$ cat src/rtl/down_timer32_pkg.sv
// Shared types and constants for the down_timer32 block.
package down_timer_pkg;

  localparam int TIMER_WIDTH = 32;

  typedef enum logic [0:0] {
    IDLE = 1'b0,
    RUN  = 1'b1
  } state_e;

endpackage

$ cat src/rtl/down_timer32_if.sv
// Control/status bundle between a timer user (master) and down_timer32 (slave).
// exp_cnt is present only when DOWN_TIMER32_EXP_CNT_EN is defined.
interface down_timer32_if
  import down_timer_pkg::*;
#(
  parameter int WIDTH = TIMER_WIDTH
) ();

  logic [WIDTH-1:0] load_val;
  logic             periodic;
  logic             start;
  logic             stop;
  logic             en;
  logic [WIDTH-1:0] cnt;
  logic             busy;
  logic             done;
`ifdef DOWN_TIMER32_EXP_CNT_EN
  logic [15:0]      exp_cnt;

  modport master (output load_val, periodic, start, stop, en,
                  input  cnt, busy, done, exp_cnt);
  modport slave  (input  load_val, periodic, start, stop, en,
                  output cnt, busy, done, exp_cnt);
`else
  modport master (output load_val, periodic, start, stop, en,
                  input  cnt, busy, done);
  modport slave  (input  load_val, periodic, start, stop, en,
                  output cnt, busy, done);
`endif

endinterface

$ cat src/rtl/down_timer32.sv
// One-shot / auto-reload down counter; all outputs registered, one cycle after the qualifying input.
// Optional 16-bit expiry counter enabled by DOWN_TIMER32_EXP_CNT_EN.
module down_timer32
  import down_timer_pkg::*;
#(
  parameter int WIDTH = TIMER_WIDTH
) (
  input  logic           clk,
  input  logic           rst_n,
  down_timer32_if.slave  bus
);

  state_e           state_q, state_d;
  logic [WIDTH-1:0] cnt_q, cnt_d;
  logic [WIDTH-1:0] reload_q, reload_d;
  logic             mode_q, mode_d;
  logic             done_q, done_d;

  // Priority is stop > start > tick; stop while idle also swallows a start.
  always_comb begin
    state_d  = state_q;
    cnt_d    = cnt_q;
    reload_d = reload_q;
    mode_d   = mode_q;
    done_d   = 1'b0;
    if (bus.stop) begin
      if (state_q == RUN) state_d = IDLE;
    end else if (bus.start) begin
      if (bus.load_val != '0) begin
        reload_d = bus.load_val;
        mode_d   = bus.periodic;
        cnt_d    = bus.load_val;
        state_d  = RUN;
      end else begin
        cnt_d   = '0;
        done_d  = 1'b1;
        state_d = IDLE;
      end
    end else if (state_q == RUN && bus.en) begin
      if (cnt_q > WIDTH'(1)) begin
        cnt_d = cnt_q - WIDTH'(1);
      end else begin
        done_d = 1'b1;
        if (mode_q) begin
          cnt_d = reload_q;
        end else begin
          cnt_d   = '0;
          state_d = IDLE;
        end
      end
    end
  end

  always_ff @(posedge clk or negedge rst_n) begin
    if (!rst_n) begin
      state_q  <= IDLE;
      cnt_q    <= '0;
      reload_q <= '0;
      mode_q   <= 1'b0;
      done_q   <= 1'b0;
    end else begin
      state_q  <= state_d;
      cnt_q    <= cnt_d;
      reload_q <= reload_d;
      mode_q   <= mode_d;
      done_q   <= done_d;
    end
  end

  assign bus.cnt  = cnt_q;
  assign bus.busy = (state_q == RUN);
  assign bus.done = done_q;

`ifdef DOWN_TIMER32_EXP_CNT_EN
  logic [15:0] exp_q;

  always_ff @(posedge clk or negedge rst_n) begin
    if (!rst_n) begin
      exp_q <= '0;
    end else if (done_d) begin
      exp_q <= exp_q + 16'd1;
    end
  end

  assign bus.exp_cnt = exp_q;
`endif

endmodule
$ cat src/flat_wrapper.sv
// flat-port wrapper written by rule: the top's interface ports become plain ports
module down_timer32_flat import down_timer_pkg::*;
#(
  parameter int WIDTH = TIMER_WIDTH
)
  (clk, rst_n, bus_load_val, bus_periodic, bus_start, bus_stop, bus_en, bus_cnt, bus_busy, bus_done);
  down_timer32_if #(.WIDTH(WIDTH)) bus_i ();
  input  logic clk;
  input  logic rst_n;
  input wire logic [$bits(bus_i.load_val)-1:0] bus_load_val;
  input wire logic [$bits(bus_i.periodic)-1:0] bus_periodic;
  input wire logic [$bits(bus_i.start)-1:0] bus_start;
  input wire logic [$bits(bus_i.stop)-1:0] bus_stop;
  input wire logic [$bits(bus_i.en)-1:0] bus_en;
  output wire logic [$bits(bus_i.cnt)-1:0] bus_cnt;
  output wire logic [$bits(bus_i.busy)-1:0] bus_busy;
  output wire logic [$bits(bus_i.done)-1:0] bus_done;
  assign bus_i.load_val = bus_load_val;
  assign bus_i.periodic = bus_periodic;
  assign bus_i.start = bus_start;
  assign bus_i.stop = bus_stop;
  assign bus_i.en = bus_en;
  assign bus_cnt = bus_i.cnt;
  assign bus_busy = bus_i.busy;
  assign bus_done = bus_i.done;
  down_timer32 #(.WIDTH(WIDTH)) u_core (.clk(clk), .rst_n(rst_n), .bus(bus_i));
endmodule
$ cat config.mk
export PLATFORM = sky130hd
export DESIGN_NAME = down_timer32_flat
export DESIGN_NICKNAME = d
export VERILOG_FILES = /design/src/rtl/down_timer32_pkg.sv /design/src/rtl/down_timer32_if.sv /design/src/rtl/down_timer32.sv /design/src/flat_wrapper.sv
export SDC_FILE = /design/constraint.sdc
export NUM_CORES = 1
export LEC_CHECK = 0
export ABC_CLOCK_PERIOD_IN_PS = 4250
export BUFFER_PORTS_ARGS = -buffer_cell sky130_fd_sc_hd__buf_4
export CORE_MARGIN = 2
export CORE_UTILIZATION = 62
export CTS_BUF_LIST = sky130_fd_sc_hd__clkbuf_4 sky130_fd_sc_hd__clkbuf_8
export DETAILED_ROUTE_END_ITERATION = 12
export PLACE_DENSITY = 0.88
export SLEW_MARGIN = 20
export SYNTH_ARGS = -nofsm -noshare
export SYNTH_HDL_FRONTEND = slang
export SYNTH_SLANG_ARGS = --single-unit
$ cat constraint.sdc
create_clock -name clk -period 4.25 [get_ports clk]
set_clock_uncertainty 0.2 [all_clocks]
set_input_delay 0.425 -clock clk [delete_from_list [all_inputs] [get_ports clk]]
set_output_delay 0.425 -clock clk [all_outputs]
set_load 0.1 [all_outputs]
== After elaboration in Yosys (flattened, before gate mapping) ==
Cells that the tools add are included.
Storage, ports and cells
  bits of input ports: 38
  logic and storage cells: 33
  bits in registers: 67
  output and inout bits: 34
Cells by class
  $lt $le $gt $ge: 1
  equal/unequal tests: 2
  multiplexer cells: 16
  bitwise gates (word level): 1
  reduce and logical (&&, ||, !) cells: 7
  add/subtract/negate cells: 1
Operator list (number)
  32-bit 2-to-1 mux: 5
  32-bit by 1-bit greater-than comparator with 1-bit output (second input constant): 1
  32-bit nonzero test: 1
  32-bit by 1-bit subtractor with 32-bit output (second input constant): 1
  1-bit 2-to-1 mux: 11
  3-bit inequality test (second input constant): 2
  3-bit AND reduction: 2
  3-bit nonzero test: 1
  2-bit AND reduction: 1
  2-bit nonzero test: 1
  1-bit logical AND: 1
  1-bit NOT: 1

== Logic depth before layout (Yosys ltp) ==
  depth in word-level cells: 5
  mapped depth: 9
  depth with buffers taken out: 8

== Worst setup path after synthesis ==
OpenSTA, ideal clock, no wires.
  path type: register to register
  start: register u_core.cnt_q[2], in the netlist u_core.bus.cnt[2]
  end: register u_core.cnt_q[19], in the netlist u_core.bus.cnt[19]
  clock period less this slack: 2992 ps
  data required time: 3921 ps
  slack: 1258 ps
  cell stages (with the launch flop): 10
  library setup time: 129 ps
  path buffers: 3
  data arrival time: 2663 ps
  path through: dfrtp_1 > buf_6 > or4_4 > buf_6 > or2_1 > buf_6 > or2_4 > nor4_4 > mux2i_1 > a21oi_1
On the way
  word-level cells in the longest chain between the ends: 4
  elaborated cells on any way between the ends: 5
Ends and longest elaborated chain
  start, declared: RTL line down_timer32.sv:14  | logic [WIDTH-1:0] cnt_q, cnt_d;
  start signal, assigned: RTL line down_timer32.sv:63  | cnt_q <= cnt_d;
  32-bit by 1-bit subtractor with 32-bit output or 32-bit by 1-bit greater-than comparator with 1-bit output (tied branches): RTL line down_timer32.sv:41, down_timer32.sv:40
  32-bit 2-to-1 mux (*): RTL line down_timer32.sv:40  | if (cnt_q > WIDTH'(1)) begin
  32-bit 2-to-1 mux (*): RTL line down_timer32.sv:39  | end else if (state_q == RUN && bus.en) begin
  32-bit 2-to-1 mux (*): RTL line down_timer32.sv:28  | end else if (bus.start) begin
Mark *: on every way between the ends. The rest lies on a longest branch, timed or not. The select of a mux whose other input is x is not followed.
A chain may end at the register's enable or synchronous reset.

== Worst setup path after layout ==
  start: register u_core.cnt_q[8], in the netlist u_core.bus.cnt[8]
  end: register u_core.cnt_q[23], in the netlist u_core.bus.cnt[23]
The elaborated chain is that of the path after synthesis.

==> summary.md <==
| Metric | Value |
|---|---|
| DRT iter0 DRCs | 444 |
| Via density per instance | around 6.5 |
| Detail Route Antenna Nets | 0 |
| Failing checks | hold timing |
| Gr ovfl total | 0 |
| Clock latency on the worst-skew pair | 0.35 ns |
| Max-Cap Viols | 0 |
| Final Max Slew Viols | 0 |
| Vias in the first global route | 3674 |
| Root Buffer | clkbuf_8 |
| Global-route wire length before repair | 18210 microns |
| Highest achievable clock rate | 311.8 MHz |
| Crit-path max FO | 13 |
| Post-CTS resize count | 0 |
| Ys flop type | dfrtp_1 |
| Top post-synthesis cells by area | dfrtp_1 44%, nand2_1 12%, nor4_1 3.5%, a22oi_1 3.4%, a21oi_1 3.2% |
| Worst-path clk slew | 0.07 ns |
| Final setup vio count | 0 |
| Crit path arrival time | approximately 3.2 ns |
| Worst-Margin Slew | 0.8473 ns |
| Largest net degree at the start of global routing | 68 |
| Clock sinks | between 60 and 70 |
| Gr usage total | 0.3571 |
| Layout Utilization | 0.7580 |
| Critical path origin | u_core.bus.cnt[8]$_DFFE_PN0P_ |
| Die W | 82.21 microns |
| Peak VDD IR | 0.3586 mV |
| Critical Path Sink | u_core.bus.cnt[23]$_DFFE_PN0P_ |
| Sequential area share after synthesis | 0.4421 |
| Post-CTS setup buffers | 0 |
| I/O pins | between 70 and 80 |
| Layout cells sized above 1 | 0.1930 |
| Area grow syn2layout | 18.34% |
| Post-Route WL | around 11000 microns |
| Status | finished with violations |
| Yosys top cell area share | 0.4421 |
| Initial antenna violation count | 0 |
| Syn nets | slightly below 500 |
| CP Capture Type | flip-flop |
| Routed via count | between 3000 and 4000 |
| Setup TNS | 0 ns |
| Fin Hold WS | -0.01425 ns |
| TritonCTS clock tree | yes |
| Final period util | 0.7546 |
| Filler cells | around 440 |
| Mapped Area | 0.003792 sq mm |
| Wire length per cell | 19.25 microns |
| Most numerous cell in the Yosys netlist | nand2_1 |
| Placer Congestion | ~0.99 |
| IO Port Bufs | 71 |
| Row cnt | 28 |
| Starting Density | 0.6405 |
| Rel. slew slack | 0.4351 |
| Max clock buf depth | 2 |
| Detailed Place HPWL | between 7000 and 8000 microns |
| R2R Path End | u_core.bus.cnt[23]$_DFFE_PN0P_ |
| EDFF count, synth | 0 |
| Startpoint Class | flip-flop |
| Die H | 82.21 microns |
| # DRC | 0 |
| HP Class | in -> async |
| Setup CP Type | reg -> reg |
| H-tree levels | 3 |
| Worst reg2reg path startpoint | u_core.bus.cnt[8]$_DFFE_PN0P_ |
| Worst R2R Setup Slack | 1.04 ns |
| Crit path required time | around 4.3 ns |
| Min Tclk post-route | 3.207 ns |
| Pwr dens | between 500 and 600 mW/mm^2 |
| CTS buffer count | 9 |
| Die area | 0.006758 sq mm |
| Avg Inst Size Synth | 8.335 sq um |
| Ant. Diodes | 0 |
| Leak Pwr | 0.002076 uW |
| Final #Nets | 552 |
| Ys async rst share | 1.000 |
| Placed Cells | 576 |
| Synthesis Warnings | 0 |
| Commonest cells post-synth | 126 x nand2_1, 67 x dfrtp_1, 28 x nor2_1 |
| Unrepaired setup endpoints after global routing | no |
| Final Instance Count excl. Fillers | about 590 |
| Flops & latches, synth | 67 |
| Pre-antenna DRT Iters | 6 |
| Reg2Reg Depth | 6 |
| Yosys cell types | 47 |
| Most area-hungry cell type in the Yosys netlist | dfrtp_1 |
| # hold bufs at CTS | 0 |
| Cells after Synth | approximately 460 |
| Final Hold Viols | 28 |
| PnR Total Power | 2372 uW |
| Core ar. | 0.005921 sq mm |
==> routing by layer <==
metal / track usage / vias up / share of wire
met5: 0 / - / 0
met4: 0.1833 / 0 / 0.030
met3: 0.08152 / 35 / 0.10
met2: 0.5540 / 262 / 0.47
met1: 0.4678 / 1811 / 0.40
li1: - / 1734 / -
==> area by class of cell <==
cell class | instances | area, sq um | share of cell area
clock buffers | 12 | 158.9 | 0.03541
flip-flops and latches | 67 | 1677 | 0.3736
multi-input cells | 353 | 1962 | 0.4371
repair buffers | 78 | 585.6 | 0.1305
inverters | 3 | 11.26 | 0.002509
well taps | 75 | 93.84 | 0.02091
==> worst min path at each step <==
| stage | slack, ns | cells past startpoint | from | to |
|---|---|---|---|---|
| after global routing | 0.06 | 2 | bus_stop | u_core.bus.done$_DFF_PN0_ |
| after floorplan | -0.07 | 0 | rst_n | u_core.bus.busy$_DFFE_PN0P_ |
| after global placement | 0.25 | 2 | u_core.reload_q[13]$_DFFE_PN0P_ | u_core.bus.cnt[13]$_DFFE_PN0P_ |
| final | -0.01 | 1 | rst_n | u_core.reload_q[0]$_DFFE_PN0P_ |
| after CTS | 0.02 | 1 | rst_n | u_core.reload_q[31]$_DFFE_PN0P_ |
| after detailed placement | 0.25 | 2 | u_core.reload_q[14]$_DFFE_PN0P_ | u_core.bus.cnt[14]$_DFFE_PN0P_ |
==> placed cells by master (no fill, tap or decap), types with 2 or more instances in the layout <==
cell type / count
nor4_2: 4
nand3_1: 11
nor2_1: 28
a211oi_1: 3
o21ai_0: 5
a222oi_1: 5
and3_1: 6
a22oi_1: 17
nand4_1: 3
or4_1: 4
nand2_1: 126
clkbuf_8: 11
nor3_1: 9
a221oi_1: 6
nor4_1: 20
nand3b_1: 2
o31ai_1: 2
o21a_1: 9
o211ai_1: 2
dfrtp_1: 67
xor2_1: 12
inv_1: 2
a31oi_1: 13
buf_4: 78
or3_1: 4
ha_1: 2
a21oi_1: 24
xnor2_1: 7
o21ai_1: 15
==> state kept, by name (all words and copies together), names as in the netlist <==
name / cells
u_core.bus.done: 1
u_core.mode_q: 1
u_core.bus.cnt: 32
u_core.bus.busy: 1
u_core.reload_q: 32
==> worst max-delay path, cell delays in order, from the launching register on <==
cell	delay, ns
dfrtp_1	0.45
nor4_1	0.45
nand3_1	0.54
nor4_2	0.66
nor2_1	0.31
a222oi_1	0.38
nand2_1	0.09
==> through the flow <==
stage / cell area (sq um) / hold WS [ns] / worst slack (ns)
finish: 4488 / -0.01425 / 1.043
global route: 4488 / 0.06316 / 0.7646
CTS: 4488 / 0.01855 / 1.144
detailed placement: 4329 / 0.2529 / 1.168
global placement: 4329 / 0.2475 / 1.201
floorplan: 3792 / -0.07059 / 1.258
==> power breakdown <==
group | switching [uW] | internal, uW | total, uW
registers | 159 | 752 | 911
clock network | 224 | 237 | 462
logic | 738 | 262 | 1000
total | 1120 | 1250 | 2370
==> cells by family after synthesis <==
logic type	count (synthesis)	synth area share
flip-flops	67	0.4421
multiplexers	1	0.002639
XOR/XNOR	19	0.04388
buffers and inverters	35	0.04223
AO/OA/AOI/OAI	106	0.1857
AND/OR/NAND/NOR	225	0.2768
adder cells (fa/ha/maj)	2	0.006597
Power figures use the tool's default switching activity.
